<file path="src/rtl/mtl_pkg.sv">
// rtl/mtl_pkg.sv - shared panel timing, pixel and state types for the MTL transmitter
package mtl_pkg;

    localparam int MTL_H_TOTAL     = 1056;
    localparam int MTL_V_TOTAL     = 525;
    localparam int MTL_H_SYNC_W    = 30;
    localparam int MTL_V_SYNC_W    = 13;
    localparam int MTL_H_ACT_START = 50;
    localparam int MTL_V_ACT_START = 23;
    localparam int MTL_H_ACT       = 800;
    localparam int MTL_V_ACT       = 480;
    localparam int MTL_FETCH_LAT   = 2;

    typedef struct packed {
        logic [7:0] r;
        logic [7:0] g;
        logic [7:0] b;
    } rgb_t;

    typedef enum logic [1:0] {
        IDLE      = 2'd0,
        RUN       = 2'd1,
        STOP_PEND = 2'd2
    } lcd_state_t;

    typedef struct packed {
        logic hsd_n;
        logic vsd_n;
        logic act;
        logic fs;
    } sync_t;

    localparam sync_t SYNC_IDLE = sync_t'(4'b1100);

    function automatic int cnt_w(input int n);
        return (n > 1) ? $clog2(n) : 1;
    endfunction

endpackage

</file>
<file path="src/rtl/mtl_timing_cnt.sv">
// rtl/mtl_timing_cnt.sv - h/v scan counters with raw sync and active-window decode
module mtl_timing_cnt
    import mtl_pkg::*;
#(
    parameter int H_TOTAL     = MTL_H_TOTAL,
    parameter int V_TOTAL     = MTL_V_TOTAL,
    parameter int H_SYNC_W    = MTL_H_SYNC_W,
    parameter int V_SYNC_W    = MTL_V_SYNC_W,
    parameter int H_ACT_START = MTL_H_ACT_START,
    parameter int V_ACT_START = MTL_V_ACT_START,
    parameter int H_ACT       = MTL_H_ACT,
    parameter int V_ACT       = MTL_V_ACT,
    parameter int HW          = cnt_w(H_TOTAL),
    parameter int VW          = cnt_w(V_TOTAL)
) (
    input  logic          i_clk,
    input  logic          i_rst,
    input  logic          i_run,
    output logic [HW-1:0] o_h,
    output logic [VW-1:0] o_v,
    output logic          o_origin,
    output logic          o_frame_end,
    output logic          o_hsd_n,
    output logic          o_vsd_n,
    output logic          o_act
);

    // Compare one bit wider so an active window ending exactly at H_TOTAL still fits.
    localparam logic [HW:0] H_LAST = (HW+1)'(H_TOTAL - 1);
    localparam logic [HW:0] H_SYNC = (HW+1)'(H_SYNC_W);
    localparam logic [HW:0] H_A0   = (HW+1)'(H_ACT_START);
    localparam logic [HW:0] H_A1   = (HW+1)'(H_ACT_START + H_ACT);
    localparam logic [VW:0] V_LAST = (VW+1)'(V_TOTAL - 1);
    localparam logic [VW:0] V_SYNC = (VW+1)'(V_SYNC_W);
    localparam logic [VW:0] V_A0   = (VW+1)'(V_ACT_START);
    localparam logic [VW:0] V_A1   = (VW+1)'(V_ACT_START + V_ACT);

    logic [HW-1:0] h_q, h_d;
    logic [VW-1:0] v_q, v_d;
    logic [HW:0]   h_x;
    logic [VW:0]   v_x;
    logic          line_end;
    logic          frame_last_line;

    assign h_x             = {1'b0, h_q};
    assign v_x             = {1'b0, v_q};
    assign line_end        = (h_x == H_LAST);
    assign frame_last_line = (v_x == V_LAST);

    always_comb begin
        h_d = h_q;
        v_d = v_q;
        if (i_run) begin
            if (line_end) begin
                h_d = '0;
                v_d = frame_last_line ? '0 : v_q + VW'(1);
            end else begin
                h_d = h_q + HW'(1);
            end
        end
    end

    always_ff @(posedge i_clk or posedge i_rst) begin
        if (i_rst) begin
            h_q <= '0;
            v_q <= '0;
        end else begin
            h_q <= h_d;
            v_q <= v_d;
        end
    end

    assign o_h         = h_q;
    assign o_v         = v_q;
    assign o_origin    = (h_q == '0) && (v_q == '0);
    assign o_frame_end = line_end && frame_last_line;
    assign o_hsd_n     = (h_x >= H_SYNC);
    assign o_vsd_n     = (v_x >= V_SYNC);
    assign o_act       = (h_x >= H_A0) && (h_x < H_A1) && (v_x >= V_A0) && (v_x < V_A1);

endmodule

</file>
<file path="src/rtl/mtl_lcd_tx.sv">
// rtl/mtl_lcd_tx.sv - MTL panel transmitter: scan FSM, pixel fetch and sync/RGB alignment
module mtl_lcd_tx
    import mtl_pkg::*;
#(
    parameter int H_TOTAL     = MTL_H_TOTAL,
    parameter int V_TOTAL     = MTL_V_TOTAL,
    parameter int H_SYNC_W    = MTL_H_SYNC_W,
    parameter int V_SYNC_W    = MTL_V_SYNC_W,
    parameter int H_ACT_START = MTL_H_ACT_START,
    parameter int V_ACT_START = MTL_V_ACT_START,
    parameter int H_ACT       = MTL_H_ACT,
    parameter int V_ACT       = MTL_V_ACT,
    parameter int FETCH_LAT   = MTL_FETCH_LAT
) (
    input  logic        i_clk,
    input  logic        i_rst,
    input  logic        i_en,
    output logic        o_pix_req,
    output logic [9:0]  o_pix_x,
    output logic [8:0]  o_pix_y,
    input  logic [23:0] i_pix_rgb,
    output logic        o_hsd,
    output logic        o_vsd,
    output logic [7:0]  o_r,
    output logic [7:0]  o_g,
    output logic [7:0]  o_b,
    output logic        o_frame_start,
    output logic        o_busy
);

    localparam int HW = cnt_w(H_TOTAL);
    localparam int VW = cnt_w(V_TOTAL);

    if (H_SYNC_W >= H_ACT_START || H_ACT_START + H_ACT > H_TOTAL ||
        V_SYNC_W >= V_ACT_START || V_ACT_START + V_ACT > V_TOTAL) begin : g_bad_timing
        $fatal(1, "mtl_lcd_tx: inconsistent panel timing parameters");
    end
    if (FETCH_LAT < 1 || FETCH_LAT > 4) begin : g_bad_lat
        $fatal(1, "mtl_lcd_tx: FETCH_LAT must be 1..4");
    end

    lcd_state_t    state_q, state_d;
    logic          running;
    logic [HW-1:0] h;
    logic [VW-1:0] v;
    logic          origin, frame_end, hsd_n, vsd_n, act;
    sync_t         raw;
    sync_t         pipe_q [FETCH_LAT];
    sync_t         pipe_d [FETCH_LAT];
    sync_t         out_q, out_d;
    rgb_t          rgb_q, rgb_d;

    assign running = (state_q != IDLE);

    mtl_timing_cnt #(
        .H_TOTAL     (H_TOTAL),
        .V_TOTAL     (V_TOTAL),
        .H_SYNC_W    (H_SYNC_W),
        .V_SYNC_W    (V_SYNC_W),
        .H_ACT_START (H_ACT_START),
        .V_ACT_START (V_ACT_START),
        .H_ACT       (H_ACT),
        .V_ACT       (V_ACT),
        .HW          (HW),
        .VW          (VW)
    ) u_cnt (
        .i_clk       (i_clk),
        .i_rst       (i_rst),
        .i_run       (running),
        .o_h         (h),
        .o_v         (v),
        .o_origin    (origin),
        .o_frame_end (frame_end),
        .o_hsd_n     (hsd_n),
        .o_vsd_n     (vsd_n),
        .o_act       (act)
    );

    // i_en is only honoured at the frame boundary; mid-frame drops just arm STOP_PEND.
    always_comb begin
        state_d = state_q;
        unique case (state_q)
            IDLE:      if (i_en) state_d = RUN;
            RUN:       if (!i_en) state_d = frame_end ? IDLE : STOP_PEND;
            STOP_PEND: begin
                if (frame_end)  state_d = i_en ? RUN : IDLE;
                else if (i_en)  state_d = RUN;
            end
            default:   state_d = IDLE;
        endcase
    end

    always_ff @(posedge i_clk or posedge i_rst) begin
        if (i_rst) state_q <= IDLE;
        else       state_q <= state_d;
    end

    always_comb begin
        raw = SYNC_IDLE;
        if (running) begin
            raw.hsd_n = hsd_n;
            raw.vsd_n = vsd_n;
            raw.act   = act;
            raw.fs    = origin && (state_q == RUN);
        end
    end

    assign o_pix_req = raw.act;
    assign o_pix_x   = raw.act ? 10'(h - HW'(H_ACT_START)) : 10'd0;
    assign o_pix_y   = raw.act ? 9'(v - VW'(V_ACT_START)) : 9'd0;

    // Timing travels FETCH_LAT stages so the last stage lines up with the returned pixel.
    always_comb begin
        pipe_d[0] = raw;
        for (int i = 1; i < FETCH_LAT; i++) begin
            pipe_d[i] = pipe_q[i-1];
        end
        out_d = pipe_q[FETCH_LAT-1];
        rgb_d = pipe_q[FETCH_LAT-1].act ? rgb_t'(i_pix_rgb) : rgb_t'(24'd0);
    end

    always_ff @(posedge i_clk or posedge i_rst) begin
        if (i_rst) begin
            for (int i = 0; i < FETCH_LAT; i++) begin
                pipe_q[i] <= SYNC_IDLE;
            end
            out_q <= SYNC_IDLE;
            rgb_q <= '0;
        end else begin
            for (int i = 0; i < FETCH_LAT; i++) begin
                pipe_q[i] <= pipe_d[i];
            end
            out_q <= out_d;
            rgb_q <= rgb_d;
        end
    end

    assign o_hsd         = out_q.hsd_n;
    assign o_vsd         = out_q.vsd_n;
    assign o_frame_start = out_q.fs;
    assign o_r           = rgb_q.r;
    assign o_g           = rgb_q.g;
    assign o_b           = rgb_q.b;
    assign o_busy        = running;

endmodule

</file>
<file path="config.mk">
export PLATFORM = sky130hd
export DESIGN_NAME = mtl_lcd_tx
export DESIGN_NICKNAME = d
export VERILOG_FILES = /design/src/rtl/mtl_pkg.sv /design/src/rtl/mtl_timing_cnt.sv /design/src/rtl/mtl_lcd_tx.sv
export SDC_FILE = /design/constraint.sdc
export NUM_CORES = 1
export LEC_CHECK = 0
export BUFFER_PORTS_ARGS = -buffer_cell sky130_fd_sc_hd__clkbuf_2
export CAP_MARGIN = 20
export CORE_MARGIN = 10
export CORE_UTILIZATION = 30
export CTS_CLUSTER_DIAMETER = 200
export CTS_CLUSTER_SIZE = 30
export DETAILED_ROUTE_END_ITERATION = 10
export PLACE_DENSITY = 0.56
export SLEW_MARGIN = 25
export SYNTH_ARGS = -nofsm -noshare
export SYNTH_HDL_FRONTEND = slang
export SYNTH_SLANG_ARGS = --single-unit
</file>
<file path="constraint.sdc">
create_clock -name i_clk -period 4.5 [get_ports i_clk]
set_input_delay 0.225 -clock i_clk [delete_from_list [all_inputs] [get_ports i_clk]]
set_output_delay 0.225 -clock i_clk [all_outputs]
set_load 0.02 [all_outputs]
</file>
Word level (Yosys, flattened, before mapping). Cells that the tools add are included.

Add/sub/neg operators: 4. Multiply operators: 0. Divide/modulo/power cells: 0. Order comparisons: 6. Equality and inequality tests: 5. Shift operators: 0. Mux-type cells: 12. Bitwise gates (word level): 0. Reduce and logical (&&, ||, !) cells: 11.

Operators by type and width (number): 24-bit 2-to-1 mux (1); 10-bit 2-to-1 mux (2); 11-bit by 1-bit adder with 11-bit output, second input constant (1); 11-bit equality test, second input constant (1); 11-bit by 5-bit >= comparator with 1-bit output, second input constant (1); 11-bit by 6-bit >= comparator with 1-bit output, second input constant (1); 11-bit zero test (1); 11-bit by 10-bit less-than comparator with 1-bit output, second input constant (1); 11-bit 2-to-1 mux (1); 10-bit by 1-bit adder with 10-bit output, second input constant (1); 10-bit equality test, second input constant (1); 10-bit by 4-bit >= comparator with 1-bit output, second input constant (1); 10-bit by 5-bit >= comparator with 1-bit output, second input constant (1); 10-bit zero test (1); 10-bit by 9-bit less-than comparator with 1-bit output, second input constant (1); 10-bit by 6-bit subtractor with 10-bit output, second input constant (1); 9-bit 2-to-1 mux (1); 9-bit by 5-bit subtractor with 9-bit output, second input constant (1); 2-bit 2-to-1 mux (4); 1-bit logical AND (6); 2-bit case mux with 3 select lines (1); 4-bit 2-to-1 mux (1); 2-bit by 1-bit equality test with 1-bit output, second input constant (1); 2-bit equality test, second input constant (1); 5 further kinds (5).

Flip-flop bits (word level): 58. Bits in latches: 0. RAM bits: 0. Memory bits (read-only): 0. Bits of input ports: 27. Output and inout bits: 48. Logic and storage cells: 55. Memories kept: 0.

Depth between registers and ports, before layout. Gate-level depths: netlist of the first run.

Word-level depth: 6. Gate-level depth with buffers: 8. Depth with buffers taken out: 6.

By module. Synthesis of the first run repeated with hierarchy kept, for this count alone.

Cell total of the unflattened synthesis: 265. Area, all modules: 2813.9 µm².

By module, submodules not included: mtl_lcd_tx (times used 1, cells an instance 127, area an instance 1497.7 µm², sequential area each 933.4 µm²); mtl_timing_cnt (times used 1, cells an instance 138, area an instance 1316.3 µm², sequential area each 525.5 µm²).

Least setup slack after synthesis of the first run. OpenSTA, ideal clock, no wires.

Kind: register to output. Start: reg u_cnt.h_q[2] (netlist: u_cnt.o_h[2]). End: out o_pix_y[8]. Arrival time: 2.078 ns. Required time: 4.275 ns. Setup slack: 2.197 ns. Cell stages (with the launch flop): 9. Buffers on the path: 2. Cell sequence: dfrtp_1 -> buf_2 -> inv_1 -> ha_1 -> nand2b_1 -> a211oi_1 -> o32ai_1 -> buf_2 -> nor4bb_1.

Word-level cells in the longest chain between the ends: 6. Elaborated cells on any way between the ends: 7. Classes of those cells: 2 x order compare; 2 x mux; 3 x reduce/logical.

Ends and longest elaborated chain: start, declared (line mtl_timing_cnt.sv:38) `logic [HW-1:0] h_q, h_d;`; start signal, assigned (line mtl_timing_cnt.sv:65) `h_q <= '0;`; start signal, assigned (line mtl_timing_cnt.sv:68) `h_q <= h_d;`; 11-bit by 6-bit >= comparator with 1-bit output / 11-bit by 10-bit less-than comparator with 1-bit output (equally long branches) (line mtl_timing_cnt.sv:79) `assign o_act = (h_x >= H_A0) && (h_x < H_A1) && (v_x >= V_A0) && (v_x < V_A1);`; 1-bit logical AND (*) (3 in series) (line mtl_timing_cnt.sv:79); 4-bit 2-to-1 mux (*) (line mtl_lcd_tx.sv:100) `if (running) begin`; 9-bit 2-to-1 mux (*) (line mtl_lcd_tx.sv:110) `assign o_pix_y = raw.act ? 9'(v - VW'(V_ACT_START)) : 9'd0;`; end, declared (line mtl_lcd_tx.sv:20) `output logic [8:0] o_pix_y,`.

Mark *: on every way between the ends. The rest lies on a longest branch, timed or not.

Worst setup path in the final report of the first run.
Start: reg u_cnt.v_q[0] (netlist: u_cnt.o_v[0]). End: out o_pix_x[3].

Word-level cells in the longest chain between the ends: 5. Elaborated cells on any way between the ends: 6. Classes of those cells: 2 x order compare; 2 x mux; 2 x reduce/logical.

Ends and longest elaborated chain: start, declared (line mtl_timing_cnt.sv:39) `logic [VW-1:0] v_q, v_d;`; start signal, assigned (line mtl_timing_cnt.sv:69) `v_q <= v_d;`; 10-bit by 5-bit >= comparator with 1-bit output (line mtl_timing_cnt.sv:79); 1-bit logical AND (line mtl_timing_cnt.sv:79); 1-bit logical AND (*) (line mtl_timing_cnt.sv:79); 4-bit 2-to-1 mux (*) (line mtl_lcd_tx.sv:100); 10-bit 2-to-1 mux (*) (line mtl_lcd_tx.sv:109) `assign o_pix_x = raw.act ? 10'(h - HW'(H_ACT_START)) : 10'd0;`; end, declared (line mtl_lcd_tx.sv:19) `output logic [9:0] o_pix_x,`.

Marks and branches as above.

==> flow_summary.toml, run 1 <==
[logic_synthesis]
postSynthCellCount = 274
synth_edf_count = 0
synth.distinct_cells = 55
ys_seq_area_share_pct = 49.6
synthArstFlopShare_pct = 100
syn_area_per_cell_um2 = 10.7
synthesis.nets = 311
ys.flop_type = "dfrtp_1"
syn_area_mm2 = 0.00294
ys_seq_elements = 58
yosysWarnings = 0

[setup_path]
required_ns = 4.28
end_kind = "primary output"
cpPeakStageDelay_ns = 0.81
cp_num_buf_inv = 1
cp_max_fo = 17
worstSetupPathType = "reg -> out"
worstPathCellList = "ha_1 > a21o_1 > and2_4 > o311ai_4 > nor3_1 > clkbuf_2"
critPathTopFamily = "compound AO/OA/AOI/OAI gates"
cp.arrival_ns = 2.64
crit_path_start_kind = "flop"
cpMaxStageDelayCell = "o311ai_4"

[clocking]
cts_resized = 0
clk_path_buf_depth = 2
cts_tree = "built"
htreeDepth = 3
cts_hold_buffers = 0
cts_made_buffers = 9
worst_skew_pair.late_latency_ns = 0.33
cts.sinks = 58
root_buffer = "clkbuf_8"
clk_pin_slew_ns = 0.07
postCtsSetupBuffers = 0

[min_path]
hold_class = "in -> reg"

[timing]
period_minus_slack_ns = 2.86
finalSetupViolations = 0
maxSlewHeadroom_pct = 33.4
worst_slack_ns = 1.64
max_freq_mhz = 349
finalHoldViolCount = 0
tns_ns = 0
final.period_utilization_pct = 63.6
fin_skew_ns = 0.00800
worst_pin_slew_ns = 0.997
drv_slew = 0
rsz0062_at_grt = "false"

[global_route]
antenna_found_initial = 0
grt_pass1_wl_mm = 12.3
overflow = 0
track_usage_pct = 10.4
grt_max_degree = 59
grt_pass1_vias = 2291

[route]
drt_iter0_drc = 164
totalWireLength_mm = 7.14
routedWlPerCell_um = 14.9
drtPass1Iterations = 5
vias_per_cell = 4.64
vias = 2221
drc = 0
postRouteAntennaNets = 0

[power]
ir_drop_mv = 0.155
pwr_density_cell_mw_per_mm2 = 400
p_leak_nw = 1.72

[placed_design]
gp_congestion = 0.814
hpwl_mm = 5.19
pre_cts_ws_ns = 1.95
portBuffers = 74

[cells_and_area]
final_nets = 378
diodes = 0
drive_gt1_share_pct = 34.4
syn2layout_area_growth_pct = 21.3
ff_latch_area_mm2 = 0.00146
post-route-util_pct = 36.9
nFillCells = 990
multi_input_area_mm2 = 0.00134

[flow_run]
drv_cap = 0

[floorplan]
core-area_mm2 = 0.00968
dieArea_mm2 = 0.0142
fp.dieW_um = 119
rows = 36
initial_utilization_pct = 30.4
io_pins = 75
dieHeight_um = 119

[outcome]
status = "finished clean"
[cell usage in the layout (no fill, tap or decap), types with 3 or more instances in the layout]
| cell type | instances |
|---|---|
| nor4_1 | 3 |
| xor2_1 | 5 |
| dfrtp_1 | 52 |
| clkinvlp_4 | 3 |
| nor2_1 | 11 |
| nor3_2 | 9 |
| nand2b_1 | 3 |
| dfstp_2 | 6 |
| mux2i_1 | 4 |
| xnor2_1 | 17 |
| nand4_1 | 7 |
| and3_1 | 3 |
| a31oi_1 | 7 |
| o21ai_0 | 3 |
| inv_1 | 8 |
| nand2_1 | 20 |
| a21oi_1 | 4 |
| clkbuf_8 | 10 |
| and2_1 | 24 |
| clkbuf_2 | 74 |
| nand3_1 | 7 |
| ha_1 | 10 |
| nor3_1 | 14 |
| a21o_1 | 3 |
[registers in the layout, summed over array words and instances, names as in the netlist]
signal / cells
o_r: 8
pipe_d: 4
state_q: 2
o_g: 8
o_b: 8
o_hsd: 1
u_cnt.o_h: 11
u_cnt.o_v: 10
out_d: 4
o_frame_start: 1
o_vsd: 1
[area by class of cell]
class / count / share of cell area, %
flip-flops and latches: 58 / 40.9
multi-input cells: 186 / 37.5
repair buffers: 76 / 10.9
well taps: 133 / 4.66
clock buffers: 10 / 3.85
clock inverters: 6 / 1.16
inverters: 10 / 1.05
[cells in the mapped netlist (2+ instances only)]
| cell | number | area [µm²] |
|---|---|---|
| xnor2_1 | 17 | 149 |
| and2_1 | 24 | 150 |
| xor2_1 | 5 | 43.8 |
| nand2b_1 | 3 | 18.8 |
| a31oi_1 | 7 | 43.8 |
| mux2i_1 | 4 | 40.0 |
| buf_2 | 7 | 35.0 |
| buf_6 | 5 | 56.3 |
| o2111ai_1 | 2 | 17.5 |
| dfrtp_1 | 52 | 1300 |
| clkbuf_1 | 7 | 26.3 |
| o21ai_0 | 3 | 15.0 |
| or3_4 | 2 | 22.5 |
| inv_1 | 9 | 33.8 |
| dfstp_2 | 6 | 158 |
| nor4_1 | 3 | 18.8 |
| nand2_1 | 20 | 75.1 |
| o211ai_1 | 2 | 15.0 |
| nand4_1 | 7 | 43.8 |
| nor3_2 | 9 | 90.1 |
| nor2_1 | 11 | 41.3 |
| and3_1 | 3 | 18.8 |
| nand3_1 | 7 | 35.0 |
| nor3_1 | 14 | 70.1 |
| a21o_1 | 3 | 22.5 |
| ha_1 | 10 | 125 |
| a21oi_1 | 4 | 20.0 |
[per-stage QoR]
step | hold WS [ns] | instances | instance area, µm² | power, mW
after global routing | 0.0467 | 479 | 3570 | 1.53
after CTS | 0.0463 | 478 | 3560 | 1.44
after detailed placement | 0.337 | 462 | 3380 | 0.999
after global placement | 0.333 | 462 | 3380 | 0.992
after floorplan | 0.296 | 274 | 2940 | 0.922
final | 0.0642 | 479 | 3570 | 1.43
[routing by layer]
metal	up-vias	share of wire (%)	wire length, µm	track usage (%)
li1	1076	-	-	-
met1	1047	48	3440	13.6
met2	89	42	2990	15.3
met3	9	8.8	630	4.30
met4	0	1.1	81	3.28
met5	-	0	0	0
[final timing paths]
path                               from            to  slack, ns  cells after the start
setup / recovery           u_cnt.o_v[0]    o_pix_x[3]       1.64                      6
hold / removal                     i_en    state_q[1]       0.06                      2
setup reg to reg           u_cnt.o_h[1]  u_cnt.o_v[3]       2.31                      5
hold reg to reg                out_d[2]         o_vsd       0.35                      0
max in group asynchronous         i_rst  u_cnt.o_v[8]       3.92                      3
min in group asynchronous         i_rst        o_r[4]       0.08                      3
[where the power goes]
group | switching (mW) | internal [mW]
registers | 0.0941 | 0.582
clock network | 0.215 | 0.214
logic | 0.185 | 0.138
total | 0.494 | 0.934
[cells by family (layout without fill, tap and decap cells)]
family,count (synthesis),after routing,share of synthesized area [%]
AO/OA/AOI/OAI,33,33,8.38
flip-flops,58,58,49.6
buffers and inverters,30,102,5.53
AND/OR/NAND/NOR,116,116,24.0
multiplexers,5,5,1.74
XOR/XNOR,22,22,6.55
adder cells (fa/ha/maj),10,10,4.25
Note: power is estimated with default switching activity, not from simulation.
==> inputs of run 2 (changes only) <==
Settings changed: PLACE_DENSITY 0.56 to 0.58.
Clock period 4.5 ns to 2.5 ns, I/O delays scaled along.
==> run 2 against run 1 <==
Compared with the run above:
- via count is 4.2% higher
- power is 87% higher
- clock skew is 0.0018 ns higher
- non-clock buffer count is 25 higher
- combinational power is 140% higher
- cell count is 5.2% higher
- die area stayed put
- critical endpoint is now o_pix_x[4]
==> flow_summary.toml, run 2 (synthesized netlist as in run 1, its figures left out) <==
[min_path]
worstHoldEndpoint = "o_g[0]"
min-delay-start = "i_pix_rgb[8]"
hold_path_depth = 2
hold_class = "in -> reg"

[cells_and_area]
final_nets = 403
fin_area_mm2 = 0.00381
syn2layout_area_growth_pct = 29.6
largest_reg_flops = 11
diodes = 0
layout.cells.non_filler = 504
layout_commonest_cell = "clkbuf_2"
drive_gt1_share_pct = 35.0
layout_common_cells = "74 x clkbuf_2, 51 x dfrtp_1, 24 x and2_1"
post-route-util_pct = 39.4

[flow_run]
drv_cap = 0

[setup_path]
end_kind = "primary output"
r2r-end = "u_cnt.o_v[0]"
r2r.worst_path.cells = 5
worstSetupPathType = "reg -> out"
ff2ff_setup_slack_ns = 0.54
crit_path_start_kind = "flop"
cp.arrival_ns = 2.25
cp_max_fo = 8
r2r_start = "u_cnt.o_h[4]"
required_ns = 2.38
crit_path_start = "u_cnt.o_v[0]"

[timing]
worst_slack_ns = 0.127
max_freq_mhz = 421
period_minus_slack_ns = 2.37
finalSetupViolations = 0
final.period_utilization_pct = 94.9
tns_ns = 0
finalHoldViolCount = 0
hold_slack_ns = 0.00851
fin_skew_ns = 0.00975
maxSlewHeadroom_pct = 59.3
rsz0062_at_grt = "false"
worst_pin_slew_ns = 0.602
drv_slew = 0

[power]
ir_drop_mv = 0.278
p_leak_nw = 1.83
pwr_density_cell_mw_per_mm2 = 701
p_total_mw = 2.67

[route]
postRouteAntennaNets = 0
drtPass1Iterations = 4
drt_iter0_drc = 120
totalWireLength_mm = 7.23
vias = 2315
vias_per_cell = 4.59
drc = 0
routedWlPerCell_um = 14.3

[clocking]
cts.sinks = 58
root_buffer = "clkbuf_8"
cts_made_buffers = 9
cts_tree = "built"
clk_path_buf_depth = 2
htreeDepth = 3
clk_pin_slew_ns = 0.07
worst_skew_pair.late_latency_ns = 0.33

[floorplan]
io_pins = 75
initial_utilization_pct = 30.4
rows = 36
dieHeight_um = 119
dieArea_mm2 = 0.0142
fp.dieW_um = 119
core-area_mm2 = 0.00968

[outcome]
status = "finished clean"

[placed_design]
portBuffers = 74
hpwl_mm = 5.27
gp_congestion = 0.786
placedCellCount = 471
placed_cell_area_mm2 = 0.00346
pre_cts_ws_ns = 0.380

[global_route]
grt_max_degree = 59
overflow = 0
antenna_found_initial = 0
track_usage_pct = 10.3
grt_pass1_vias = 2293
grt_pass1_wl_mm = 11.9
-- run 2: power by group --
part | total [mW] | leakage, nW | internal (mW) | switching [mW]
clock | 0.772 | 0.0847 | 0.385 | 0.387
combinational | 0.762 | 0.970 | 0.318 | 0.443
sequential | 1.14 | 0.773 | 1.05 | 0.0907
-- run 2: timing repair --
item,in CTS,in global routing
endpoints found under the setup margin,1,12
resized for setup,1,1
hold buffers,16,0
endpoints found under the hold margin,67,0
pin swaps,0,1
setup buffers,0,1
-- run 2: worst max-delay path: stages, from the launching register on --
cell,delay [ns]
dfrtp_2,0.46
ha_1,0.28
a21o_1,0.21
nand3_1,0.14
o311ai_4,0.11
buf_4,0.20
nor3_1,0.28
clkbuf_2,0.23
-- run 2: worst max path at each step --
stage,endpoint,cells after the start
floorplan,o_pix_y[8],8
global placement,o_pix_y[8],7
detailed placement,o_pix_y[8],7
CTS,o_pix_x[4],7
global route,o_pix_y[4],7
finish,o_pix_x[4],7
-- run 2: layout make-up --
type | count | area, µm²
fillers | 935 | 5870
flip-flops and latches | 58 | 1460
multi-input cells | 186 | 1350
repair buffers | 101 | 626
well taps | 133 | 166
clock buffers | 10 | 138
clock inverters | 6 | 41.3
inverters | 10 | 37.5
-- run 2: metal layers --
| metal | GRT usage [%] | share of wire [%] | up-vias |
|---|---|---|---|
| met2 | 15.2 | 43 | 83 |
| met1 | 13.2 | 47 | 1089 |
| met5 | 0 | 0 | - |
| met4 | 3.74 | 1.5 | 0 |
| li1 | - | - | 1134 |
| met3 | 4.16 | 8.2 | 9 |
